### src/rtl/crc_req_scheduler_pkg.sv
// Shared types and defaults for the CRC request scheduler.
// State encoding, default widths and a counter sizing helper.
package crc_sched_pkg;

   localparam int DEF_DATA_W = 16;
   localparam int DEF_CRC_W  = 16;

   typedef enum logic [2:0] {
      ST_FLUSH,
      ST_IDLE,
      ST_LOAD,
      ST_FEED,
      ST_ZEROS,
      ST_READ,
      ST_DONE
   } state_t;

   function automatic int cnt_bits(input int a, input int b);
      return $clog2((a > b) ? a : b) + 1;
   endfunction

endpackage

### src/rtl/crc_req_scheduler_if.sv
// Requester-side bus of the CRC scheduler.
// master = requester group, slave = scheduler.
interface crc_req_scheduler_if #(
   parameter int N_REQ  = 2,
   parameter int DATA_W = crc_sched_pkg::DEF_DATA_W,
   parameter int CRC_W  = crc_sched_pkg::DEF_CRC_W
);

   logic [N_REQ-1:0]        REQ;
   logic [N_REQ*DATA_W-1:0] REQ_DATA;
   logic [N_REQ-1:0]        GNT;
   logic [N_REQ-1:0]        DONE;
   logic [CRC_W-1:0]        RESULT;
   logic                    BUSY;

   modport master (
      output REQ, REQ_DATA,
      input  GNT, DONE, RESULT, BUSY
   );

   modport slave (
      input  REQ, REQ_DATA,
      output GNT, DONE, RESULT, BUSY
   );

endinterface

### src/rtl/crc_req_scheduler_rr_arbiter.sv
// Round-robin pick: first request at or after ptr wins.
// Purely combinational; the pointer lives in the parent.
module rr_arbiter #(
   parameter int N_REQ = 2,
   parameter int PW    = (N_REQ > 1) ? $clog2(N_REQ) : 1
) (
   input  logic [N_REQ-1:0] req,
   input  logic [PW-1:0]    ptr,
   input  logic             en,
   output logic [N_REQ-1:0] gnt,
   output logic [PW-1:0]    idx
);

   logic found;
   int   j;

   // Scan requesters in rotated order starting at ptr
   always_comb begin
      gnt   = '0;
      idx   = '0;
      found = 1'b0;
      j     = 0;
      for (int i = 0; i < N_REQ; i++) begin
         j = int'(ptr) + i;
         if (j >= N_REQ) j = j - N_REQ;
         if (en && !found && req[j]) begin
            found  = 1'b1;
            gnt[j] = 1'b1;
            idx    = PW'(j);
         end
      end
   end

endmodule

### src/rtl/crc_req_scheduler.sv
// Shares one serial CRC engine among N_REQ requesters.
// Flush, arbitrate, feed word + zeros, read back CRC.
module crc_req_scheduler
   import crc_sched_pkg::*;
#(
   parameter int N_REQ  = 2,
   parameter int DATA_W = DEF_DATA_W,
   parameter int CRC_W  = DEF_CRC_W
) (
   input  logic               CLK,
   input  logic               RESET_N,
   crc_req_scheduler_if.slave req_bus,
   output logic               CRC_DATA,
   output logic               CRC_READ_MODE,
   input  logic               CRC_OUT
);

   localparam int PW = (N_REQ > 1) ? $clog2(N_REQ) : 1;
   localparam int CW = cnt_bits(DATA_W, CRC_W);
   localparam logic [CW-1:0] D_LAST = CW'(DATA_W - 1);
   localparam logic [CW-1:0] C_LAST = CW'(CRC_W - 1);
   localparam logic [PW-1:0] P_LAST = PW'(N_REQ - 1);

   state_t              state_q, state_d;
   logic [CW-1:0]       cnt_q;
   logic [PW-1:0]       ptr_q, idx_q, arb_idx;
   logic [N_REQ-1:0]    gnt_q, arb_gnt;
   logic [DATA_W-1:0]   sreg_q;
   logic [CRC_W-1:0]    cap_q, res_q;
   logic                in_cnt;

   rr_arbiter #(
      .N_REQ (N_REQ),
      .PW    (PW)
   ) u_arb (
      .req (req_bus.REQ),
      .ptr (ptr_q),
      .en  (state_q == ST_IDLE),
      .gnt (arb_gnt),
      .idx (arb_idx)
   );

   // State register; reset lands in FLUSH to drain the engine
   always_ff @(posedge CLK or negedge RESET_N) begin
      if (!RESET_N) state_q <= ST_FLUSH;
      else          state_q <= state_d;
   end

   // Next-state logic; each timed phase exits on its last count
   always_comb begin
      state_d = state_q;
      in_cnt  = 1'b0;
      unique case (state_q)
         ST_FLUSH: begin
            in_cnt = 1'b1;
            if (cnt_q == C_LAST) state_d = ST_IDLE;
         end
         ST_IDLE: begin
            if (|req_bus.REQ) state_d = ST_LOAD;
         end
         ST_LOAD: state_d = ST_FEED;
         ST_FEED: begin
            in_cnt = 1'b1;
            if (cnt_q == D_LAST) state_d = ST_ZEROS;
         end
         ST_ZEROS: begin
            in_cnt = 1'b1;
            if (cnt_q == C_LAST) state_d = ST_READ;
         end
         ST_READ: begin
            in_cnt = 1'b1;
            if (cnt_q == C_LAST) state_d = ST_DONE;
         end
         ST_DONE: state_d = ST_IDLE;
         default: state_d = ST_FLUSH;
      endcase
   end

   // Shared phase counter, restarts at every state change
   always_ff @(posedge CLK or negedge RESET_N) begin
      if (!RESET_N)               cnt_q <= '0;
      else if (state_d != state_q) cnt_q <= '0;
      else if (in_cnt)             cnt_q <= cnt_q + CW'(1);
   end

   // Grant, pointer, shift and capture registers
   always_ff @(posedge CLK or negedge RESET_N) begin
      if (!RESET_N) begin
         gnt_q  <= '0;
         idx_q  <= '0;
         ptr_q  <= '0;
         sreg_q <= '0;
         cap_q  <= '0;
         res_q  <= '0;
      end else begin
         case (state_q)
            ST_IDLE: begin
               if (|req_bus.REQ) begin
                  gnt_q <= arb_gnt;
                  idx_q <= arb_idx;
               end
            end
            ST_LOAD: begin
               sreg_q <= req_bus.REQ_DATA[idx_q*DATA_W +: DATA_W];
               ptr_q  <= (idx_q == P_LAST) ? '0 : idx_q + PW'(1);
            end
            ST_FEED:  sreg_q <= {sreg_q[DATA_W-2:0], 1'b0};
            ST_READ:  cap_q  <= {cap_q[CRC_W-2:0], CRC_OUT};
            ST_DONE: begin
               res_q <= cap_q;
               gnt_q <= '0;
            end
            default: ;
         endcase
      end
   end

   assign req_bus.GNT    = gnt_q;
   assign req_bus.DONE   = (state_q == ST_DONE) ? gnt_q : '0;
   assign req_bus.RESULT = res_q;
   assign req_bus.BUSY   = (state_q != ST_IDLE);

   assign CRC_DATA      = (state_q == ST_FEED) & sreg_q[DATA_W-1];
   assign CRC_READ_MODE = RESET_N &
                          ((state_q == ST_FLUSH) | (state_q == ST_READ));

endmodule

### src/flat_wrapper.sv
// flat-port wrapper written by rule: the top's interface ports become plain ports
module crc_req_scheduler_flat import crc_sched_pkg::*;
#(
   parameter int N_REQ  = 2,
   parameter int DATA_W = DEF_DATA_W,
   parameter int CRC_W  = DEF_CRC_W
)
  (CLK, RESET_N, CRC_DATA, CRC_READ_MODE, CRC_OUT, req_bus_REQ, req_bus_REQ_DATA, req_bus_GNT, req_bus_DONE, req_bus_RESULT, req_bus_BUSY);
  crc_req_scheduler_if #(.N_REQ(N_REQ), .DATA_W(DATA_W), .CRC_W(CRC_W)) req_bus_i ();
  input  logic CLK;
  input  logic RESET_N;
  output logic CRC_DATA;
  output logic CRC_READ_MODE;
  input  logic CRC_OUT;
  input wire logic [$bits(req_bus_i.REQ)-1:0] req_bus_REQ;
  input wire logic [$bits(req_bus_i.REQ_DATA)-1:0] req_bus_REQ_DATA;
  output wire logic [$bits(req_bus_i.GNT)-1:0] req_bus_GNT;
  output wire logic [$bits(req_bus_i.DONE)-1:0] req_bus_DONE;
  output wire logic [$bits(req_bus_i.RESULT)-1:0] req_bus_RESULT;
  output wire logic [$bits(req_bus_i.BUSY)-1:0] req_bus_BUSY;
  assign req_bus_i.REQ = req_bus_REQ;
  assign req_bus_i.REQ_DATA = req_bus_REQ_DATA;
  assign req_bus_GNT = req_bus_i.GNT;
  assign req_bus_DONE = req_bus_i.DONE;
  assign req_bus_RESULT = req_bus_i.RESULT;
  assign req_bus_BUSY = req_bus_i.BUSY;
  crc_req_scheduler #(.N_REQ(N_REQ), .DATA_W(DATA_W), .CRC_W(CRC_W)) u_core (.CLK(CLK), .RESET_N(RESET_N), .req_bus(req_bus_i), .CRC_DATA(CRC_DATA), .CRC_READ_MODE(CRC_READ_MODE), .CRC_OUT(CRC_OUT));
endmodule
### config.mk
export PLATFORM = sky130hd
export DESIGN_NAME = crc_req_scheduler_flat
export DESIGN_NICKNAME = d
export VERILOG_FILES = /design/src/rtl/crc_req_scheduler_pkg.sv /design/src/rtl/crc_req_scheduler_if.sv /design/src/rtl/crc_req_scheduler_rr_arbiter.sv /design/src/rtl/crc_req_scheduler.sv /design/src/flat_wrapper.sv
export SDC_FILE = /design/constraint.sdc
export NUM_CORES = 1
export LEC_CHECK = 0
export ABC_AREA = 1
export CAP_MARGIN = 25
export CELL_PAD_IN_SITES_DETAIL_PLACEMENT = 0
export CELL_PAD_IN_SITES_GLOBAL_PLACEMENT = 1
export CORE_ASPECT_RATIO = 0.8
export CORE_UTILIZATION = 40
export DETAILED_ROUTE_END_ITERATION = 10
export PLACE_DENSITY = 0.83
export SLEW_MARGIN = 10
export SYNTH_ARGS = -nofsm -noshare
export SYNTH_HDL_FRONTEND = slang
export SYNTH_SLANG_ARGS = --single-unit
### constraint.sdc
create_clock -name CLK -period 2.65 [get_ports CLK]
set_input_delay 0.3975 -clock CLK [delete_from_list [all_inputs] [get_ports CLK]]
set_output_delay 0.3975 -clock CLK [all_outputs]
set_load 0.02 [all_outputs]
Yosys cells after proc, flatten, opt, wreduce, memory -nomap -nowiden
Index checks and enable logic that the tools add are counted.
{"block": "totals", "regBits": 60, "inputBits": 37, "output_inout_bits": 23, "elab_cells": 79}
{"block": "op_classes", "n_addsub": 5, "n_lt_le_gt_ge": 6, "eq_ne": 10, "shifts": 1, "muxes": 31, "n_bitwise": 4, "n_reduce_logical": 14}
{"cell": "$ge A32 B1 Y1 const B", "n": 2}
{"cell": "$lt A32 B3 Y1 const B", "n": 2}
{"cell": "$mux W32", "n": 2}
{"cell": "$pmux W16 S2", "n": 1}
{"cell": "$shiftx A32 B6 Y16", "n": 1}
{"cell": "$pmux W3 S7", "n": 1}
{"cell": "$mux W3", "n": 5}
{"cell": "$mux W1", "n": 13}
{"cell": "$mux W5", "n": 2}
{"cell": "$eq A3 B3 Y1 const B", "n": 3}
{"cell": "$mux W2", "n": 4}
{"cell": "$eq A3 B2 Y1 const B", "n": 2}
{"cell": "$reduce_bool A2 Y1", "n": 3}
{"cell": "$add A5 B1 Y5 const B", "n": 1}
{"cell": "$eq A5 B4 Y1 const B", "n": 1}
{"cell": "$logic_and A1 B1 Y1", "n": 5}
{"cell": "$pmux W2 S2", "n": 1}
{"cell": "$reduce_and A2 Y1", "n": 2}
{"cell": "$reduce_or A4 Y1", "n": 1}
{"cell": "$eq A3 B1 Y1 const B", "n": 1}
{"cell": "$logic_not A3 Y1", "n": 1}
{"cell": "$ne A3 B1 Y1 const B", "n": 1}
{"cell": "$ne A3 B3 Y1", "n": 1}
{"cell": "$sub A1 B2 Y3 const B", "n": 1}
{"cell": "other kinds (12)", "n": 14}

Longest topological paths before layout
Gate-level depths: netlist of the first run.
{"block": "logic_depth", "word_depth": 13, "mapped_depth": 11, "depth_no_buf": 11}

By module
Synthesis of the first run repeated with hierarchy kept, for this count alone.
{"block": "unflattened", "hier_cells": 347, "area_unflattened_um2": 2845.2}
{"mod": "crc_req_scheduler", "n_inst": 1, "cells_per_inst": 341, "area_per_inst_um2": 2819.0, "seq_area_each_um2": 1501.4}
{"mod": "rr_arbiter", "n_inst": 1, "cells_per_inst": 6, "area_per_inst_um2": 26.3, "seq_area_each_um2": 0.0}

Worst setup path after synthesis of the first run
OpenSTA, ideal clock, no wires.
{"block": "synth_timing", "path_kind": "flip-flop to output port", "startpoint": "reg u_core.state_q[1]", "endpoint": "out CRC_READ_MODE", "t_arrival_ns": 1.201, "required_ns": 2.253, "path_slack_ns": 1.051, "stages_incl_launch_ff": 4, "path_buffers": 0, "cell_sequence": "dfrtp_1 inv_2 nand3_2 a21boi_0"}
{"block": "synth_between", "elab_chain_len": 3, "elab_cells_between_ends": 4, "cone_classes": "eq/ne (1); bitwise (2); reduce/logical (1)"}
{"item": "start, declared", "line": "crc_req_scheduler.sv:24", "rtl": "state_t state_q, state_d;"}
{"item": "start signal, assigned", "line": "crc_req_scheduler.sv:46", "rtl": "else state_q <= state_d;"}
{"item": "$eq A3 B3 Y1 or $logic_not A3 Y1 (tied branches)", "line": "crc_req_scheduler.sv:125", "rtl": "((state_q == ST_FLUSH) | (state_q == ST_READ));"}
{"item": "$or A1 B1 Y1 (*)", "line": "crc_req_scheduler.sv:125"}
{"item": "$and A1 B1 Y1 (*)", "line": "crc_req_scheduler.sv:124", "rtl": "assign CRC_READ_MODE = RESET_N &"}
{"item": "end, declared", "line": "flat_wrapper.sv:13", "rtl": "output logic CRC_READ_MODE;"}
Every way passes the cells marked *; elsewhere a longest branch is shown, timed or not.

Worst setup path in the final report of the first run
{"block": "layout_timing", "startpoint": "reg u_core.state_q[2]", "endpoint": "out req_bus_DONE[0]"}
{"block": "layout_between", "elab_chain_len": 2}
{"item": "$eq A3 B3 Y1", "line": "crc_req_scheduler.sv:119", "rtl": "assign req_bus.DONE = (state_q == ST_DONE) ? gnt_q : '0;"}
{"item": "$mux W2", "line": "crc_req_scheduler.sv:119"}
{"item": "end, declared", "line": "flat_wrapper.sv:18", "rtl": "output wire logic [$bits(req_bus_i.DONE)-1:0] req_bus_DONE;"}
Every way passes these cells.

==> results.txt, run 1 <==
share of layout cells above drive strength 1 - 7.94%
total power - 2.03 mW
syn nets - 375
Longest Clk Path Bufs - 2
Slowest cell on crit path - clkdlybuf4s50_1
Final Critical Period - 2.44 ns
ANT nets after route - 0
TNS Setup - 0 ns
synth top area cells - dfrtp_1 55%, nand2_1 17%, o21ai_0 6.9%, inv_1 4.8%, nand3_1 2.9%
CP startpoint kind - register
detailed-router iteration count before antenna repair - 4
fillcell total - 635
crit path max fanout - 11
pwr dens - 560 nW/um^2
initial antenna violation count - 0
io pins - 60
Yosys cell types - 21
multi-input logic area - 1030 sq um
total CTS buffers - 9
Reg clk slew, reported paths - 0.07 ns
clock latency on the worst-skew pair - 0.33 ns
diode count - 0
area occupied by registers - 1500 sq um
max incr delay on CP - 0.63 ns
post-synthesis sequential area ratio - 54.6%
Pleak - 1.78 nW
vias in the first global route - 2267
Vias/cell - 4.68
area leader, netlist - dfrtp_1
root buffer cell - clkbuf_8
DPL Wire Length - 4.24 mm
cell area after synthesis - 2750 sq um
Final Setup Violations - 0
die area - 7220 sq um
Remaining DRCs - 0
period utilisation layout - 92.2%
Worst Reg-to-Reg Cells - 9
Ys Warns - 0
H-tree depth - 3
GP Congestion - 0.866
Synth Instances - 336
Avg Cell Area, Syn - 8.19 sq um
worst min-delay path class - in2async
maximum vdd drop - 0.000269 V
Highest Clock Rate - 0.409 GHz
Starting Density - 42.3%
final WL - 6.02 mm
Area Growth Syn to Fin - 31.7%
RSZ-0062 raised after global routing - no
TritonCTS clock tree - built
Resize count post-CTS - 0
Critical Path RT - 2.25 ns
worst flop-to-flop path startpoint - u_core.cnt_q[0]
via count of the routed design - 2278
outcome - completed
first-pass GRT wire length - 10.5 mm
# Post-CTS Setup Buffers - 0
r2r endpoint - u_core.cnt_q[2]
crit end category - primary output
DIE HEIGHT - 76.2 um
crit path cell chain - nand3_1 > nor2_1 > clkdlybuf4s50_1
#FFs+latches synth - 60
Setup Crit Path Kind - reg2out
# clock sinks - 60
final hold vios - 0
Slew Viols, Final - 0
reg2reg setup slack - 0.94 ns
core region area - 6510 sq um
Hold Buf Count CTS - 0
GRT Util Overall - 18.7%
Worst Tran Pin Value - 0.764 ns
critical path arrival - 2.04 ns
# Max-Cap Violations - 0
gr ovfl total - 0
slew margin rel. - 49.1%
Final nets - 437
skew final - 0.00662 ns
top cell type's share of synthesized area - 54.6%
DR WL/cell - 12.4 um
IO buf count - 59
Die W - 94.7 um
initial drt markers - 133
row cnt - 26
largest net degree at the start of global routing - 61
==> registers in the layout, indices dropped and copies added (netlist names) <==
register,cells
u_core.cap_q,16
u_core.req_bus.RESULT,16
u_core.sreg_q,16
u_core.cnt_q,5
u_core.state_q,3
u_core.req_bus.GNT,2
u_core.idx_q,1
u_core.ptr_q,1
==> synthesized netlist by cell type <==
cell type and n:
nand3_2 1, ha_1 2, a21boi_0 7, nand3_1 16, mux2_2 1, dfrtp_1 60
nor2_1 14, buf_2 10, inv_1 35, o21ai_0 38, o21bai_2 1, nand2_1 125
nor3_1 1, nor2_4 1, mux2i_1 1, a21oi_1 3, nand2_2 3, o211ai_1 8
buf_4 2, o22ai_1 2, inv_2 5
==> report_power, final <==
part	switching (mW)	internal [mW]	total, mW
clock network	0.360	0.529	0.889
registers	0.0135	0.942	0.956
logic	0.0910	0.0950	0.186
==> cell families (layout without fill, tap and decap cells) <==
logic type      Yosys count  after routing  share of synthesized area, %
compound gates           59             59                          12.4
simple gates            161            161                          23.5
flops                    60             60                          54.6
fa+ha+maj                 2              2                         0.909
buf+inv                  52            119                          7.82
mux                       2              2                         0.773
==> worst max-delay path by stage <==
| stage | start | endpoint | slack, ns | cells after the start |
|---|---|---|---|---|
| global route | u_core.state_q[2] | req_bus_DONE[1] | 0.05 | 3 |
| finish | u_core.state_q[2] | req_bus_DONE[0] | 0.21 | 3 |
| detailed placement | u_core.state_q[2] | req_bus_DONE[1] | 0.54 | 3 |
| CTS | u_core.state_q[2] | req_bus_DONE[1] | 0.17 | 3 |
| floorplan | u_core.state_q[1] | CRC_READ_MODE | 1.05 | 3 |
| global placement | u_core.state_q[2] | req_bus_DONE[1] | 0.59 | 3 |
==> cell type report <==
class | count | share of cell area [%]
clock buffers | 10 | 3.52
multi-input cells | 224 | 28.6
clock inverters | 6 | 2.45
repair buffers | 63 | 17.0
flip-flops and latches | 60 | 41.4
well taps | 84 | 2.90
inverters | 40 | 4.14
==> metrics by stage <==
stage	cells	hold slack, ns	cell area (sq um)	worst slack (ns)	utilization [%]
6_report	487	0.289	3620	0.208	55.7
5_1_grt	487	0.349	3620	0.0490	55.7
4_1_cts	487	0.319	3620	0.170	55.7
3_5_place_dp	471	0.472	3410	0.543	52.4
3_3_place_gp	471	0.464	3410	0.590	52.4
2_1_floorplan	336	0.102	2750	1.05	-
==> worst max-delay path, delay by kind of cell (launching register included) <==
kind / cells / cell delay [ns]
buffers and inverters: 1 / 0.63
DFF: 1 / 0.54
and+or+nand+nor: 2 / 0.54
==> layout by cell type (no fill, tap or decap) <==
master and instances:
mux2_2 1, inv_1 35, a21oi_1 3, inv_2 5
nand2_2 3, nor3_1 1, a21boi_0 7, o22ai_1 2
o21bai_2 1, nor2_1 14, nand3_1 16, mux2i_1 1
clkbuf_8 9, clkdlybuf4s50_1 58, bufinv_16 2, nand2_1 125
o211ai_1 8, nor2_4 1, ha_1 2, dfrtp_1 60
nand3_2 1, buf_2 1, o21ai_0 38, buf_4 4
clkinvlp_4 2, clkinv_2 1, clkbuf_1 1, clkinv_4 1
==> metal layers <==
metal | part of all wire (%) | routed length [um] | global-route usage (%) | vias up
li1 | - | - | - | 1185
met1 | 50 | 3040 | 26.6 | 1048
met2 | 45 | 2740 | 27.5 | 39
met3 | 3.2 | 195 | 5.39 | 6
met4 | 0.76 | 46 | 5.91 | 0
met5 | 0 | 0 | 0 | -
No activity file was read; power rests on OpenSTA's default activity.
==> inputs of run 2 (changes only) <==
--- a/config.mk
+++ b/config.mk
@@ -5,12 +5,11 @@
 export SDC_FILE = /design/constraint.sdc
 export NUM_CORES = 1
 export LEC_CHECK = 0
-export ABC_AREA = 1
 export CAP_MARGIN = 25
 export CELL_PAD_IN_SITES_DETAIL_PLACEMENT = 0
 export CELL_PAD_IN_SITES_GLOBAL_PLACEMENT = 1
 export CORE_ASPECT_RATIO = 0.8
-export CORE_UTILIZATION = 40
+export CORE_UTILIZATION = 42
 export DETAILED_ROUTE_END_ITERATION = 10
 export PLACE_DENSITY = 0.83
 export SLEW_MARGIN = 10
==> constraint.sdc (replaced) <==
create_clock -name CLK -period 2.65 [get_ports CLK]
set_input_delay 0.3975 -clock CLK [delete_from_list [all_inputs] [get_ports CLK]]
set_output_delay 0.3975 -clock CLK [all_outputs]
set_load 0.005 [all_outputs]
==> results.txt, run 2 <==
Setup WS post-layout - 0.292 ns (was 0.208 ns)
TritonCTS clock tree - built (unchanged)
H-tree depth - 3 (unchanged)
Yosys cell types - 41 (was 21)
Pleak - 1.76 nW (was 1.78 nW)
maximum vdd drop - 0.000465 V (was 0.000269 V)
top cell type's share of synthesized area - 52.8% (was 54.6%)
CP startpoint - u_core.state_q[0] (was u_core.state_q[2])
slew margin rel. - 44.2% (was 49.1%)
skew final - 0.00597 ns (was 0.00662 ns)
Die W - 94.0 um (was 94.7 um)
Worst Reg-to-Reg Cells - 7 (was 9)
crit path buf inv count - 2 (was 1)
RSZ-0062 raised after global routing - no (unchanged)
outcome - completed (unchanged)
post-synthesis mux area share - 13.1% (was 0.773%)
Vias/cell - 4.82 (was 4.68)
CP delay by family, top - buffers and inverters (unchanged)
TNS Setup - 0 ns (unchanged)
syn nets - 320 (was 375)
initial drt markers - 155 (was 133)
Post-synth top cells - 72 x nand2_1, 60 x dfrtp_1, 23 x nor2_1 (was 125 x nand2_1, 60 x dfrtp_1, 38 x o21ai_0, 35 x inv_1, 16 x nand3_1)
cell area after synthesis - 2850 sq um (was 2750 sq um)
crit path max fanout - 23 (was 11)
DR WL/cell - 12.9 um (was 12.4 um)
design area - 3730 sq um (was 3620 sq um)
Critical Path RT - 2.25 ns (about the same)
detailed-router iteration count before antenna repair - 4 (unchanged)
CP startpoint kind - register (unchanged)
GP Congestion - 0.771 (was 0.866)
GRT Util Overall - 17.4% (was 18.7%)
Synth Flop Type - dfrtp_1 (unchanged)
Slowest cell on crit path - clkdlybuf4s50_1 (unchanged)
DIE HEIGHT - 75.6 um (was 76.2 um)
IO buf count - 59 (unchanged)
critical path arrival - 1.96 ns (was 2.04 ns)
Highest Clock Rate - 0.424 GHz (was 0.409 GHz)
# clock sinks - 60 (unchanged)
post-synthesis sequential area ratio - 52.8% (was 54.6%)
DPL Wire Length - 3.77 mm (was 4.24 mm)
Final Setup Violations - 0 (unchanged)
root buffer cell - clkbuf_8 (unchanged)
Area Growth Syn to Fin - 31.0% (was 31.7%)
# Post-CTS Setup Buffers - 0 (unchanged)
pwr dens - 866 nW/um^2 (was 560 nW/um^2)
core region area - 6470 sq um (was 6510 sq um)
# Max-Cap Violations - 0 (unchanged)
ANT nets after route - 0 (unchanged)
largest net degree at the start of global routing - 61 (unchanged)
post-synthesis simple-gate area fraction - 17.9% (was 23.5%)
Crit path depth - 4 (was 3)
top-count cell post-synth - nand2_1 (unchanged)
#FFs+latches synth - 60 (unchanged)
Worst Tran Pin Value - 0.838 ns (was 0.764 ns)
share of layout cells above drive strength 1 - 14.5% (was 7.94%)
clock latency on the worst-skew pair - 0.33 ns (about the same)
commonest non-fill, non-tap cell in the layout - nand2_1 (unchanged)
commonest non-fill, non-tap cells in the layout - 72 x nand2_1, 60 x dfrtp_1, 58 x clkdlybuf4s50_1, 23 x nor2_1 (was 125 x nand2_1, 60 x dfrtp_1, 58 x clkdlybuf4s50_1, 38 x o21ai_0, 35 x inv_1)
Synth Area in Adders - 0.880% (was 0.910%)
Hold Buf Count CTS - 0 (unchanged)
io pins - 60 (unchanged)
Synth Instances - 281 (was 336)
post-synthesis compound-gate area fraction - 9.50% (was 12.4%)
die area - 7110 sq um (was 7220 sq um)
Ys Warns - 0 (unchanged)
period utilisation layout - 89.0% (was 92.2%)
gr ovfl total - 0 (unchanged)
Setup Crit Path Kind - reg2out (unchanged)
via count of the routed design - 2073 (was 2278)
max incr delay on CP - 0.49 ns (was 0.63 ns)
total CTS buffers - 9 (unchanged)
first-pass GRT wire length - 9.29 mm (was 10.5 mm)
Synth Area in XOR/XNOR - 1.19% (was 0%)
final hold vios - 0 (unchanged)
pre-CTS setup slack - 0.632 ns (was 0.543 ns)
area leader, netlist - dfrtp_1 (unchanged)
Final Critical Period - 2.36 ns (was 2.44 ns)
fillcell total - 574 (was 635)
crit path cell chain - buf_4 > nor2_2 > and2_1 > clkdlybuf4s50_1 (was nand3_1 > nor2_1 > clkdlybuf4s50_1)
final WL - 5.53 mm (was 6.02 mm)
synth top area cells - dfrtp_1 53%, nand2_1 9.5%, mux2i_1 6.3%, mux2_2 5.1%, a21oi_1 3.2% (was dfrtp_1 55%, nand2_1 17%, o21ai_0 6.9%, inv_1 4.8%, nand3_1 2.9%)
largest family of logic cells by synthesized area - simple AND/OR/NAND/NOR gates (unchanged)
Worst setup endpoint - req_bus_DONE[1] (was req_bus_DONE[0])
Reg clk slew, reported paths - 0.07 ns (about the same)
Longest Clk Path Bufs - 2 (unchanged)
vias in the first global route - 1971 (was 2267)
Final nets - 380 (was 437)
worst flop-to-flop path startpoint - u_core.cnt_q[0] (unchanged)
diode count - 0 (unchanged)
Remaining DRCs - 0 (unchanged)
row cnt - 26 (unchanged)
Avg Cell Area, Syn - 10.1 sq um (was 8.19 sq um)
initial antenna violation count - 0 (unchanged)
asr flop ratio synth - 100% (unchanged)
crit end category - primary output (unchanged)
Slew Viols, Final - 0 (unchanged)
dpl cell area - 3470 sq um (was 3410 sq um)
Resize count post-CTS - 0 (unchanged)
reg2reg setup slack - 0.80 ns (was 0.94 ns)
Starting Density - 44.0% (was 42.3%)
EDFF count, synth - 0 (unchanged)
r2r endpoint - u_core.cnt_q[4] (was u_core.cnt_q[2])
worst min-delay path class - in2async (unchanged)
==> run 2: worst min path at each step <==
stage | start | end | slack [ns] | cells past startpoint
4_1_cts | RESET_N | u_core.cnt_q[4] | 0.27 | 2
5_1_grt | RESET_N | u_core.cnt_q[0] | 0.29 | 2
6_report | RESET_N | u_core.cnt_q[4] | 0.24 | 2
2_1_floorplan | RESET_N | u_core.cap_q[0] | 0.10 | 0
3_3_place_gp | u_core.cap_q[15] | u_core.req_bus.RESULT[15] | 0.45 | 2
3_5_place_dp | u_core.cap_q[15] | u_core.req_bus.RESULT[15] | 0.46 | 2
==> run 2: layout make-up <==
type	count	area [sq um]	share of cell area (%)
tap	84	105	2.82
sequential	60	1500	40.3
clock inverter	7	139	3.72
multi-input combinational	201	1210	32.4
inverter	3	11.3	0.302
clock buffer	9	124	3.32
timing repair buffer	66	638	17.1
==> run 2: worst register-to-register path: cells and delay by family, from the launching register on <==
| kind | cells | cell delay (ns) |
|---|---|---|
| adders and majority gates | 2 | 0.54 |
| DFF | 1 | 0.41 |
| and+or+nand+nor | 2 | 0.40 |
| AOI/OAI and AO/OA | 3 | 0.42 |
==> run 2: cell families (layout without fill, tap and decap cells) <==
logic type      Yosys count  count (layout)
mux                      34              34
compound gates           46              46
fa+ha+maj                 2               2
flops                    60              60
buf+inv                  20              85
xor+xnor                  3               3
simple gates            116             116
==> run 2: stage by stage <==
stage	hold WS (ns)	power (mW)	cells	utilization [%]
after floorplan	0.102	1.90	281	-
after global placement	0.454	2.13	414	53.5
after detailed placement	0.457	2.17	414	53.5
after CTS	0.269	3.27	430	57.6
after global routing	0.294	3.43	430	57.6
final	0.238	3.23	430	57.6
==> run 2: where the power goes <==
group          leakage (nW)  internal (mW)  total [mW]  switching (mW)
Sequential            0.798           1.09        1.26           0.163
Combinational         0.824          0.457       0.883           0.426
Clock                 0.133          0.718        1.09           0.374
==> run 2: metal layers <==
metal / up-vias / routed length [um] / GRT usage, %
met5: - / 0 / 0
li1: 1058 / - / -
met2: 50 / 2460 / 25.0
met3: 2 / 246 / 6.09
met1: 963 / 2790 / 24.9
met4: 0 / 29 / 5.13
==> inputs of run 3 (changes only) <==
--- a/config.mk
+++ b/config.mk
@@ -6,12 +6,10 @@
 export NUM_CORES = 1
 export LEC_CHECK = 0
 export CAP_MARGIN = 25
-export CELL_PAD_IN_SITES_DETAIL_PLACEMENT = 0
-export CELL_PAD_IN_SITES_GLOBAL_PLACEMENT = 1
 export CORE_ASPECT_RATIO = 0.8
-export CORE_UTILIZATION = 42
+export CORE_UTILIZATION = 46
 export DETAILED_ROUTE_END_ITERATION = 10
-export PLACE_DENSITY = 0.83
+export PLACE_DENSITY = 0.71
 export SLEW_MARGIN = 10
 export SYNTH_ARGS = -nofsm -noshare
 export SYNTH_HDL_FRONTEND = slang
==> results.txt, run 3 (synthesis gave the netlist of run 2 again) <==
dpl cell area - 3450 sq um (was 3470 sq um)
TNS Setup - 0 ns (unchanged)
top layer reached by signal wires - met4 (unchanged)
io pins - 60 (unchanged)
period utilisation layout - 88.8% (was 89.0%)
worst flop-to-flop path startpoint - u_core.cnt_q[0] (unchanged)
root buffer cell - clkbuf_8 (unchanged)
clock power share - 26.9% (was 33.8%)
Pleak - 1.71 nW (was 1.76 nW)
design area - 3630 sq um (was 3730 sq um)
outcome - completed (unchanged)
core region area - 5940 sq um (was 6470 sq um)
Critical Path RT - 2.25 ns (about the same)
GRT Util Overall - 18.5% (was 17.4%)
GP Congestion - 0.736 (was 0.771)
NetSw - 0.943 mW (was 0.962 mW)
DR WL/cell - 12.9 um (about the same)
Area Growth Syn to Fin - 27.6% (was 31.0%)
largest net degree at the start of global routing - 61 (unchanged)
via count of the routed design - 2100 (was 2073)
initial antenna violation count - 0 (unchanged)
Resize count post-CTS - 0 (unchanged)
TritonCTS clock tree - built (unchanged)
reg2reg setup slack - 0.80 ns (about the same)
Setup WS post-layout - 0.297 ns (was 0.292 ns)
crit path cell chain - nand2_1 > nor2_2 > and2_1 > clkdlybuf4s50_1 (was buf_4 > nor2_2 > and2_1 > clkdlybuf4s50_1)
commonest non-fill, non-tap cell in the layout - nand2_1 (unchanged)
DIE HEIGHT - 72.3 um (was 75.6 um)
Remaining DRCs - 0 (unchanged)
# clock sinks - 60 (unchanged)
gr ovfl total - 0 (unchanged)
Final Critical Period - 2.35 ns (was 2.36 ns)
Final Setup Violations - 0 (unchanged)
initial drt markers - 153 (was 155)
critical path arrival - 1.96 ns (about the same)
multi-input logic area - 1210 sq um (unchanged)
RSZ-0062 raised after global routing - no (unchanged)
Hold Buf Count CTS - 0 (unchanged)
Worst Tran Pin Value - 0.733 ns (was 0.838 ns)
DRT met1 WL - 2.64 mm (was 2.79 mm)
first-pass GRT wire length - 9.32 mm (was 9.29 mm)
H-tree depth - 3 (unchanged)
Slowest cell on crit path - dfrtp_1 (was clkdlybuf4s50_1)
Die W - 89.9 um (was 94.0 um)
fillcell total - 512 (was 574)
pwr dens - 801 nW/um^2 (was 866 nW/um^2)
diode count - 0 (unchanged)
combinational power share - 31.3% (was 27.3%)
Setup Crit Path Kind - reg2out (unchanged)
slew margin rel. - 51.1% (was 44.2%)
met3 wire length - 257 um (was 246 um)
crit path max fanout - 14 (was 23)
share of layout cells above drive strength 1 - 13.4% (was 14.5%)
Reg clk slew, reported paths - 0.06 ns (was 0.07 ns)
Final nets - 378 (was 380)
vias in the first global route - 1940 (was 1971)
area occupied by registers - 1500 sq um (unchanged)
skew final - 0.00602 ns (was 0.00597 ns)
# Post-CTS Setup Buffers - 0 (unchanged)
metal2 WL - 2.53 mm (was 2.46 mm)
Longest Clk Path Bufs - 2 (unchanged)
ANT nets after route - 0 (unchanged)
Switching Share - 32.4% (was 29.8%)
Slew Viols, Final - 0 (unchanged)
Vias/cell - 4.94 (was 4.82)
final hold vios - 0 (unchanged)
die area - 6510 sq um (was 7110 sq um)
row cnt - 25 (was 26)
crit end category - primary output (unchanged)
r2r endpoint - u_core.cnt_q[4] (unchanged)
CP startpoint kind - register (unchanged)
Worst Reg-to-Reg Cells - 7 (unchanged)
maximum vdd drop - 0.000403 V (was 0.000465 V)
clock latency on the worst-skew pair - 0.34 ns (was 0.33 ns)
Highest Clock Rate - 0.425 GHz (was 0.424 GHz)
final WL - 5.49 mm (was 5.53 mm)
IO buf count - 59 (unchanged)
pre-CTS setup slack - 0.659 ns (was 0.632 ns)
Flop pwr share - 41.8% (was 38.9%)
detailed-router iteration count before antenna repair - 4 (unchanged)
commonest non-fill, non-tap cells in the layout - 72 x nand2_1, 60 x dfrtp_1, 58 x clkdlybuf4s50_1, 23 x nor2_1 (unchanged)
Pint - 1.97 mW (was 2.27 mW)
# Max-Cap Violations - 0 (unchanged)
max incr delay on CP - 0.68 ns (was 0.49 ns)
Starting Density - 47.9% (was 44.0%)
final core utilization - 61.1% (was 57.6%)
worst min-delay path class - in2async (unchanged)
DPL Wire Length - 3.72 mm (was 3.77 mm)
total CTS buffers - 9 (unchanged)
-- run 3: cell types whose count changed in the layout (fill, tap and decap cells not counted) --
cell | previous run | this run
buf_4 | 7 | 5
clkinvlp_4 | 0 | 1
clkinv_2 | 2 | 3
clkbuf_1 | 0 | 2
bufinv_16 | 4 | 1
clkinv_4 | 1 | 0
-- run 3: cell type report --
| class | instances | share of cell area, % |
|---|---|---|
| Sequential cell | 60 | 41.4 |
| Multi-Input combinational cell | 201 | 33.3 |
| Timing Repair Buffer | 64 | 17.2 |
| Clock buffer | 11 | 3.62 |
| Tap cell | 81 | 2.79 |
| Clock inverter | 5 | 1.45 |
| Inverter | 3 | 0.310 |
-- run 3: worst max-delay path: cells and delay by family, from the launching register on --
| family | cells | cell delay, ns |
|---|---|---|
| buffers and inverters | 1 | 0.49 |
| DFF | 1 | 0.68 |
| and+or+nand+nor | 3 | 0.45 |
-- run 3: worst max-delay path by stage --
stage | start | endpoint | slack (ns) | cells past startpoint
2_1_floorplan | u_core.cnt_q[0] | u_core.cnt_q[4] | 0.93 | 8
3_3_place_gp | u_core.state_q[1] | req_bus_DONE[0] | 0.67 | 4
3_5_place_dp | u_core.state_q[1] | req_bus_DONE[0] | 0.66 | 4
4_1_cts | u_core.state_q[1] | req_bus_DONE[0] | 0.27 | 4
5_1_grt | u_core.state_q[1] | req_bus_DONE[0] | 0.14 | 4
6_report | u_core.state_q[1] | req_bus_DONE[0] | 0.30 | 4
-- run 3: per-stage QoR --
stage	power [mW]	std cells	hold WS [ns]
3_3_place_gp	2.11	409	0.456
6_report	2.91	425	0.259
5_1_grt	3.10	425	0.323
2_1_floorplan	1.90	281	0.102
4_1_cts	2.94	425	0.301
3_5_place_dp	2.15	409	0.451
-- run 3: routing by layer --
layer / vias to the layer above / global-route usage [%]
met3: 7 / 6.50
met2: 43 / 29.8
li1: 1054 / -
met4: 0 / 5.91
met5: - / 0
met1: 996 / 23.7
-- run 3: power by group through the flow --
stage / registers (mW) / logic [mW] / clock network (mW)
2_1_floorplan: 1.19 / 0.715 / 0
3_3_place_gp: 1.22 / 0.886 / 0
3_5_place_dp: 1.23 / 0.921 / 0
4_1_cts: 1.21 / 0.922 / 0.800
5_1_grt: 1.23 / 1.03 / 0.837
6_report: 1.22 / 0.910 / 0.783
